<file path="config.mk">
export PLATFORM = sky130hd
export DESIGN_NAME = fft_twiddle_gen
export DESIGN_NICKNAME = d
export VERILOG_FILES = /design/src/rtl/fft_twiddle_gen.sv
export SDC_FILE = /design/constraint.sdc
export NUM_CORES = 1
export LEC_CHECK = 0
export BUFFER_PORTS_ARGS = -buffer_cell sky130_fd_sc_hd__buf_2
export CELL_PAD_IN_SITES_DETAIL_PLACEMENT = 1
export CELL_PAD_IN_SITES_GLOBAL_PLACEMENT = 1
export CORE_ASPECT_RATIO = 0.9
export CORE_MARGIN = 2
export CORE_UTILIZATION = 49
export CTS_CLUSTER_DIAMETER = 80
export DETAILED_ROUTE_END_ITERATION = 8
export MAX_ROUTING_LAYER = met4
export PLACE_DENSITY_LB_ADDON = 0.15
export SETUP_SLACK_MARGIN = 0.02
export SLEW_MARGIN = 5
export SYNTH_ARGS = -nofsm -noshare
export SYNTH_HDL_FRONTEND = slang
export SYNTH_SLANG_ARGS = --single-unit
</file>
<file path="constraint.sdc">
create_clock -name clk -period 3.4 [get_ports clk]
set_input_delay 0.68 -clock clk [delete_from_list [all_inputs] [get_ports clk]]
set_output_delay 0.68 -clock clk [all_outputs]
set_load 0.005 [all_outputs]
</file>
<file path="src/rtl/fft_twiddle_gen.sv">
// Streaming twiddle-factor generator for one radix-2^2 SDF stage pair.
// It tracks the index of each accepted sample, forms the stage exponent
// from the bit-reversed quarter index, and looks up W_N^e in an N-entry
// constant ROM that is built at elaboration. The pipeline latency is
// exactly two cycles, and the outputs are held while no sample is valid.
module fft_twiddle_gen #(
   parameter int WIDTH = 8,
   parameter int LOG2N = 6,
   parameter int STAGE = 0
) (
   input  logic                    clk,
   input  logic                    rst_n,
   input  logic                    in_valid,
   input  logic                    in_sof,
   output logic signed [WIDTH-1:0] tw_re,
   output logic signed [WIDTH-1:0] tw_im,
   output logic                    out_valid,
   output logic                    out_last
);

   localparam int  N     = 32'sd1 << LOG2N;
   localparam int  LOG2M = LOG2N - 2 * STAGE;  // log2 of sub-block length M
   localparam int  LOG2Q = LOG2M - 2;          // log2 of quarter length Q
   localparam real PI    = 3.14159265358979323846;

   // Scale to Q1.(WIDTH-1). Round to nearest with ties away from zero,
   // then saturate +1.0 to the largest positive code.
   function automatic logic signed [WIDTH-1:0] quantize(input real x);
      real y;
      int  v;
      int  maxv;
      int  minv;
      maxv = (32'sd1 <<< (WIDTH - 1)) - 32'sd1;
      minv = -(32'sd1 <<< (WIDTH - 1));
      y    = x * real'(32'sd1 <<< (WIDTH - 1));
      if (y >= 0.0) begin
         v = $rtoi(y + 0.5);
      end else begin
         v = -$rtoi(-y + 0.5);
      end
      if (v > maxv) begin
         v = maxv;
      end else if (v < minv) begin
         v = minv;
      end else begin
         v = v;
      end
      return v[WIDTH-1:0];
   endfunction

   function automatic logic signed [WIDTH-1:0] coef_re(input int e);
      return quantize($cos(2.0 * PI * real'(e) / real'(N)));
   endfunction

   function automatic logic signed [WIDTH-1:0] coef_im(input int e);
      return quantize(-$sin(2.0 * PI * real'(e) / real'(N)));
   endfunction

   // Constant coefficient ROM, one entry per exponent value.
   logic signed [WIDTH-1:0] rom_re_s [N];
   logic signed [WIDTH-1:0] rom_im_s [N];

   for (genvar g = 0; g < N; g++) begin : g_rom
      assign rom_re_s[g] = coef_re(g);
      assign rom_im_s[g] = coef_im(g);
   end

   // State and next-state signals.
   logic [LOG2N-1:0]        cnt_q, cnt_d;
   logic [LOG2N-1:0]        e_q, e_d;
   logic                    v1_q, v1_d;
   logic                    last1_q, last1_d;
   logic signed [WIDTH-1:0] tw_re_q, tw_re_d;
   logic signed [WIDTH-1:0] tw_im_q, tw_im_d;
   logic                    out_valid_q, out_valid_d;
   logic                    out_last_q, out_last_d;

   logic [LOG2N-1:0]        cur_idx_s;
   logic [LOG2M-1:0]        k_s;
   logic [1:0]              q_s;
   logic [1:0]              qrev_s;
   logic [LOG2Q-1:0]        r_s;
   logic [LOG2M-1:0]        prod_s;

   // Index of the current sample. A qualified start of frame forces index 0.
   always_comb begin
      cur_idx_s = cnt_q;
      if (in_valid && in_sof) begin
         cur_idx_s = '0;
      end else begin
         cur_idx_s = cnt_q;
      end
   end

   // Exponent: bit-reversed quarter times the offset within the quarter,
   // then scaled by 4^STAGE.
   always_comb begin
      k_s    = cur_idx_s[LOG2M-1:0];
      q_s    = k_s[LOG2M-1:LOG2Q];
      r_s    = k_s[LOG2Q-1:0];
      qrev_s = 2'd0;
      case (q_s)
         2'd0:    qrev_s = 2'd0;
         2'd1:    qrev_s = 2'd2;
         2'd2:    qrev_s = 2'd1;
         default: qrev_s = 2'd3;
      endcase
      prod_s = LOG2M'(qrev_s) * LOG2M'(r_s);
   end

   // Next state for the counter and both pipeline stages.
   always_comb begin
      cnt_d       = cnt_q;
      e_d         = e_q;
      v1_d        = 1'b0;
      last1_d     = 1'b0;
      tw_re_d     = tw_re_q;
      tw_im_d     = tw_im_q;
      out_valid_d = v1_q;
      out_last_d  = v1_q & last1_q;
      if (in_valid) begin
         cnt_d   = cur_idx_s + LOG2N'(1);
         e_d     = LOG2N'(prod_s) << (2 * STAGE);
         v1_d    = 1'b1;
         last1_d = (cur_idx_s == LOG2N'(N - 1));
      end else begin
         cnt_d   = cnt_q;
         e_d     = e_q;
      end
      if (v1_q) begin
         tw_re_d = rom_re_s[e_q];
         tw_im_d = rom_im_s[e_q];
      end else begin
         tw_re_d = tw_re_q;
         tw_im_d = tw_im_q;
      end
   end

   // State registers with asynchronous reset.
   always_ff @(posedge clk or negedge rst_n) begin
      if (!rst_n) begin
         cnt_q       <= '0;
         e_q         <= '0;
         v1_q        <= 1'b0;
         last1_q     <= 1'b0;
         tw_re_q     <= '0;
         tw_im_q     <= '0;
         out_valid_q <= 1'b0;
         out_last_q  <= 1'b0;
      end else begin
         cnt_q       <= cnt_d;
         e_q         <= e_d;
         v1_q        <= v1_d;
         last1_q     <= last1_d;
         tw_re_q     <= tw_re_d;
         tw_im_q     <= tw_im_d;
         out_valid_q <= out_valid_d;
         out_last_q  <= out_last_d;
      end
   end

   assign tw_re     = tw_re_q;
   assign tw_im     = tw_im_q;
   assign out_valid = out_valid_q;
   assign out_last  = out_last_q;

endmodule

</file>
==> results.json, run 1 <==
{
  "slew_violations": 0,
  "rsz0062_at_grt": "no",
  "cp_data_required_time_ns": 3.57,
  "io_buffers": 21,
  "postCtsHoldBufs": 0,
  "grt_use_total_pct": 26.4,
  "grt_pass1_wl_um": 11100,
  "cts_sinks": 32,
  "relSlewSlack_pct": 34.0,
  "diodes": 0,
  "p_leak_nw": 1.13,
  "post_cts_resized": 0,
  "tightestPinTransition_ns": 0.990,
  "grt_max_degree": 35,
  "placed_area_um2": 2540,
  "postLayoutCellArea_um2": 2660,
  "layout-drive-gt1-share_pct": 17.2,
  "synthCells": 281,
  "skew_ns": 0.00460,
  "numCtsBuffers": 5,
  "busiest_layer": "met2",
  "drt-total-wl_um": 6450,
  "area.growth.synth_to_final_pct": 8.18,
  "viasPerCell": 5.98,
  "antenna_left": 0,
  "dp_cells": 348,
  "drt_iter0_markers": 100,
  "period_needed_ns": 2.52,
  "synth.distinct_cells": 63,
  "cts_tree": "yes",
  "wl_per_cell_um": 18.1,
  "grtUsageMet3_pct": 4.66,
  "die_h_um": 71.2,
  "initial_core_util_pct": 50.9,
  "finalHoldWorstSlack_ns": 0.449,
  "fp.dieW_um": 78.7,
  "final.period_utilization_pct": 74.1,
  "num_rows": 24,
  "drc": 0,
  "ys_ff_latch": 32,
  "fmax_mhz": 397,
  "fin_nets": 306,
  "num_vias": 2129,
  "status": "finished clean",
  "criticalPathCategory": "flip-flop to flip-flop",
  "pwr_density_cell_nw_per_um2": 338,
  "post_cts_buffers": 0,
  "path_max_fanout": 14,
  "synth_area_um2": 2460,
  "synth_area_per_cell_um2": 8.76,
  "setup_viol": 0,
  "clock_latency_ns": 0.29,
  "hold_path_class": "primary input to async pin",
  "coreArea_um2": 4830,
  "ys_warn_count": 0,
  "grt_antenna_before_repair": 0,
  "finalSetupTns_ns": 0,
  "arrival_ns": 2.69,
  "first_pass_iters": 4,
  "grt_overflow": 0,
  "hpwl_um": 4550,
  "grtUsageMet2_pct": 45.3,
  "cts.clk_slew.worst_paths_ns": 0.07,
  "die-area_um2": 5610,
  "layout_common_cells": "dfrtp_1, nor2_1, o21ai_0, buf_2, nand2_1",
  "start_kind": "flip-flop",
  "peakVddDrop_v": 0.000183,
  "power.total_mw": 0.900,
  "synth_edf_count": 0,
  "final-hold-violation-count": 0,
  "gp_congestion": 0.815,
  "clockBufferDepth": 2,
  "use_met1_pct": 32.3,
  "stdcell_count": 356,
  "async_reset_ff_share_pct": 100,
  "root_buffer": "clkbuf_8",
  "num_io_pins": 22,
  "worstSetupEndpointType": "flip-flop",
  "ys.flop_type": "dfrtp_1",
  "synth-seq-area-share_pct": 32.5,
  "cap_violations": 0,
  "h-tree-depth": 2,
  "synth.net_count": 297,
  "mostFrequentLayoutCell": "dfrtp_1",
  "grt_pass1_vias": 2267
}
## cells in the mapped netlist, drive strengths merged, types with 5 or more instances
library cell | count | area share (%)
dfrtp | 32 | 33
nor2 | 27 | 4.3
o21ai | 25 | 5.1
nand2 | 21 | 3.3
inv | 15 | 2.3
clkbuf | 14 | 3.0
a21oi | 13 | 2.6
ha | 11 | 5.6
mux2i | 9 | 3.7
buf | 8 | 2.4
nand2b | 8 | 2.1
and3 | 7 | 1.8
nand3 | 7 | 1.4
a21o | 6 | 1.8
a31oi | 6 | 1.5
mux2 | 6 | 2.9
a211oi | 5 | 1.7
## critical path, cell delays in order, from the launching register on
cell and delay, ns:
dfrtp_1 0.63, inv_1 0.22, ha_1 0.39, nor2b_1 0.16, a21oi_1 0.15, o21ai_0 0.11
mux4_2 0.48, mux2_4 0.26
## power breakdown
part | switching [mW] | internal (mW)
Sequential | 0.0249 | 0.399
Combinational | 0.0415 | 0.0283
Clock | 0.147 | 0.259
Total | 0.213 | 0.686
## logic make-up after synthesis
family                     synth area share [%]
AOI/OAI and AO/OA                          26.0
and+or+nand+nor                            17.0
buffers and inverters                      7.88
DFF                                        32.5
muxes                                      9.46
adders and majority gates                  6.41
xor gates and xnor gates                  0.712
## sequential cells by signal, summed over array words and instances, names as in the netlist
register,count
out_last,1
out_valid,1
tw_im,8
e_q,6
out_valid_d,1
tw_re,8
last1_q,1
cnt_q,6
## metal layers
| layer | wire (µm) | vias to the layer above |
|---|---|---|
| li1 | - | 1031 |
| met1 | 2900 | 1055 |
| met2 | 3280 | 36 |
| met3 | 205 | 7 |
| met4 | 64 | 0 |
| met5 | 0 | - |
## cell type report
class / instances / area [µm²]
repair buffers: 24 / 128
clock buffers: 7 / 96.3
inverters: 16 / 60.1
flip-flops and latches: 32 / 801
clock inverters: 1 / 30.0
multi-input cells: 211 / 1470
fillers: 592 / 2170
well taps: 65 / 81.3
## final timing paths
path,startpoint,end,slack (ns),cells past startpoint
worst max-delay path,e_q[0],tw_re[3],0.88,7
worst min-delay path,rst_n,tw_im[6],0.45,1
worst max register to register,e_q[0],tw_re[3],0.88,7
worst min register to register,tw_im[6],tw_im[6],0.50,1
max in group asynchronous,rst_n,last1_q,2.48,1
min in group clk,tw_im[6],tw_im[6],0.50,1
## through the flow
step | worst slack (ns) | utilization [%]
2_1_floorplan | 1.13 | -
3_3_place_gp | 0.998 | 52.5
3_5_place_dp | 0.917 | 52.5
4_1_cts | 0.885 | 55.1
5_1_grt | 0.694 | 55.1
6_report | 0.880 | 55.1
Note: power is estimated with default switching activity, not from simulation.
==> run 2, diff against run 1 <==
--- a/config.mk
+++ b/config.mk
@@ -5,12 +5,13 @@
 export SDC_FILE = /design/constraint.sdc
 export NUM_CORES = 1
 export LEC_CHECK = 0
+export ABC_AREA = 1
 export BUFFER_PORTS_ARGS = -buffer_cell sky130_fd_sc_hd__buf_2
 export CELL_PAD_IN_SITES_DETAIL_PLACEMENT = 1
 export CELL_PAD_IN_SITES_GLOBAL_PLACEMENT = 1
 export CORE_ASPECT_RATIO = 0.9
 export CORE_MARGIN = 2
-export CORE_UTILIZATION = 49
+export CORE_UTILIZATION = 43
 export CTS_CLUSTER_DIAMETER = 80
 export DETAILED_ROUTE_END_ITERATION = 8
 export MAX_ROUTING_LAYER = met4
==> constraint.sdc (replaced) <==
create_clock -name clk -period 2.35 [get_ports clk]
set_input_delay 0.47 -clock clk [delete_from_list [all_inputs] [get_ports clk]]
set_output_delay 0.47 -clock clk [all_outputs]
set_load 0.005 [all_outputs]
==> run 2 against run 1 <==
Flip-flop and latch count did not move. Combinational power rose by 60%. Sequential power rose by 40%. Utilization shrank 6.4 points.
==> results.json, run 2 <==
{
  "grt_max_degree": 33,
  "synth.net_count": 357,
  "h-tree-depth": 2,
  "criticalPathCategory": "flip-flop to flip-flop",
  "die_h_um": 74.1,
  "first_pass_iters": 4,
  "coreArea_um2": 5260,
  "clock_latency_ns": 0.29,
  "fmax_mhz": 491,
  "initial_core_util_pct": 44.7,
  "status": "finished clean",
  "period_needed_ns": 2.04,
  "synth.distinct_cells": 31,
  "critical-path-max-stage-delay_ns": 0.50,
  "synth-seq-area-share_pct": 34.1,
  "relSlewSlack_pct": 53.5,
  "area.growth.synth_to_final_pct": 8.84,
  "slew_violations": 0,
  "synth_area_per_cell_um2": 6.89,
  "antenna_left": 0,
  "reg2reg_depth": 10,
  "cpMostUsedCell": "nand2_1",
  "num_vias": 2270,
  "p_leak_nw": 1.31,
  "grt_use_total_pct": 24.7,
  "final-hold-violation-count": 0,
  "start_kind": "flip-flop",
  "final.period_utilization_pct": 86.7,
  "rsz0062_at_grt": "no",
  "cp_data_required_time_ns": 2.53,
  "postLayoutCellArea_um2": 2560,
  "grt_antenna_before_repair": 0,
  "synth_commonest_cells": "nand2_1, nor2_1, nand3_1",
  "io_buffers": 21,
  "pwr_density_cell_nw_per_um2": 478,
  "drt-total-wl_um": 6540,
  "yosys.cell_count.top_type": "nand2_1",
  "ys.flop_type": "dfrtp_1",
  "async_reset_ff_share_pct": 100,
  "num_io_pins": 22,
  "mostFrequentLayoutCell": "nand2_1",
  "synth_top_area_share_pct": 34.1,
  "wl_per_cell_um": 15.4,
  "drc": 0,
  "diodes": 0,
  "tightestPinTransition_ns": 0.698,
  "synth_area_um2": 2350,
  "layout_common_cells": "nand2_1, nor2_1, nand3_1",
  "grt_pass1_vias": 2243,
  "path_cells": "inv_1 > ha_1 > nand2_1 > nand2_1 > nand2_1 > nand2_1 > nand2_1 > nand2_1 > nor2_1 > nor2_1",
  "synthTopCellsByArea": "dfrtp_1, nand2_1, nand3_1, nor2_1, ha_1",
  "cap_violations": 0,
  "finalSetupTns_ns": 0,
  "die-area_um2": 6070,
  "gp_congestion": 0.954,
  "yosysTopAreaCell": "dfrtp_1",
  "hold_path_class": "primary input to async pin",
  "cts.clk_slew.worst_paths_ns": 0.07,
  "post_cts_buffers": 0,
  "arrival_ns": 2.21,
  "root_buffer": "clkbuf_8",
  "num_rows": 25,
  "ys_ff_latch": 32,
  "post_cts_resized": 0,
  "peakVddDrop_v": 0.000308,
  "ys_warn_count": 0,
  "path_max_fanout": 8,
  "finalWorstSetupSlack_ns": 0.314,
  "placed_area_um2": 2450,
  "clockBufferDepth": 2,
  "power.total_mw": 1.22,
  "cts_sinks": 32,
  "setup_viol": 0,
  "skew_ns": 0.00900,
  "dpl_worst_slack_ns": 0.185,
  "fp.dieW_um": 81.9,
  "viasPerCell": 5.33,
  "grt_overflow": 0,
  "grt_pass1_wl_um": 11000,
  "synth_edf_count": 0,
  "numCtsBuffers": 5,
  "cts_tree": "yes",
  "hpwl_um": 5050,
  "finalHoldWorstSlack_ns": 0.228,
  "worstSetupEndpointType": "flip-flop",
  "layout-drive-gt1-share_pct": 13.9,
  "slowest_stage": "dfrtp_1",
  "postCtsHoldBufs": 0,
  "synthCells": 341,
  "drt_iter0_markers": 132,
  "fin_nets": 374
}
-- run 2: through the flow --
stage,std cells,util (%)
floorplan,341,-
global placement,418,46.6
detailed placement,418,46.6
CTS,426,48.7
global route,426,48.7
finish,426,48.7
-- run 2: cell families after synthesis --
kind of cell             synth area share [%]
AND/OR/NAND/NOR                          41.8
buffers and inverters                    9.05
AO/OA/AOI/OAI                            8.36
flip-flops                               34.1
adder cells (fa/ha/maj)                  6.71
-- run 2: path summary, 6_finish.rpt --
check / slack, ns / to / start
max reg2reg: 0.31 / tw_re[3] / e_q[0]
min: 0.23 / tw_re[1] / rst_n
min reg2reg: 0.45 / out_last / last1_q
max in group asynchronous: 1.67 / e_q[3] / rst_n
min in group clk: 0.45 / out_last / last1_q
max: 0.31 / tw_re[3] / e_q[0]
-- run 2: area by class of cell --
class,instances,area (µm²)
clock buffer,6,72.6
timing repair buffer,25,135
sequential,32,801
multi-input combinational,269,1340
inverter,25,93.8
fill,691,2700
tap,67,83.8
clock inverter,2,35.0
-- run 2: routing by layer --
metal | track usage [%] | routed length [µm] | vias to the layer above
li1 | - | - | 1122
met1 | 33.9 | 3170 | 1088
met2 | 37.1 | 3000 | 52
met3 | 4.49 | 290 | 8
met4 | 7.22 | 80 | 0
met5 | - | 0 | -
-- run 2: power breakdown --
group	internal (mW)	switching, mW	leakage (nW)	total [mW]
clock	0.314	0.203	0.0552	0.517
combinational	0.0377	0.0746	0.868	0.112
sequential	0.574	0.0178	0.389	0.592
total	0.926	0.295	1.31	1.22
-- run 2: critical path, delay by kind of cell (launching register included) --
kind	cells	cell delay, ns
simple gates	8	0.84
flops	1	0.50
fa+ha+maj	1	0.36
buf+inv	1	0.23
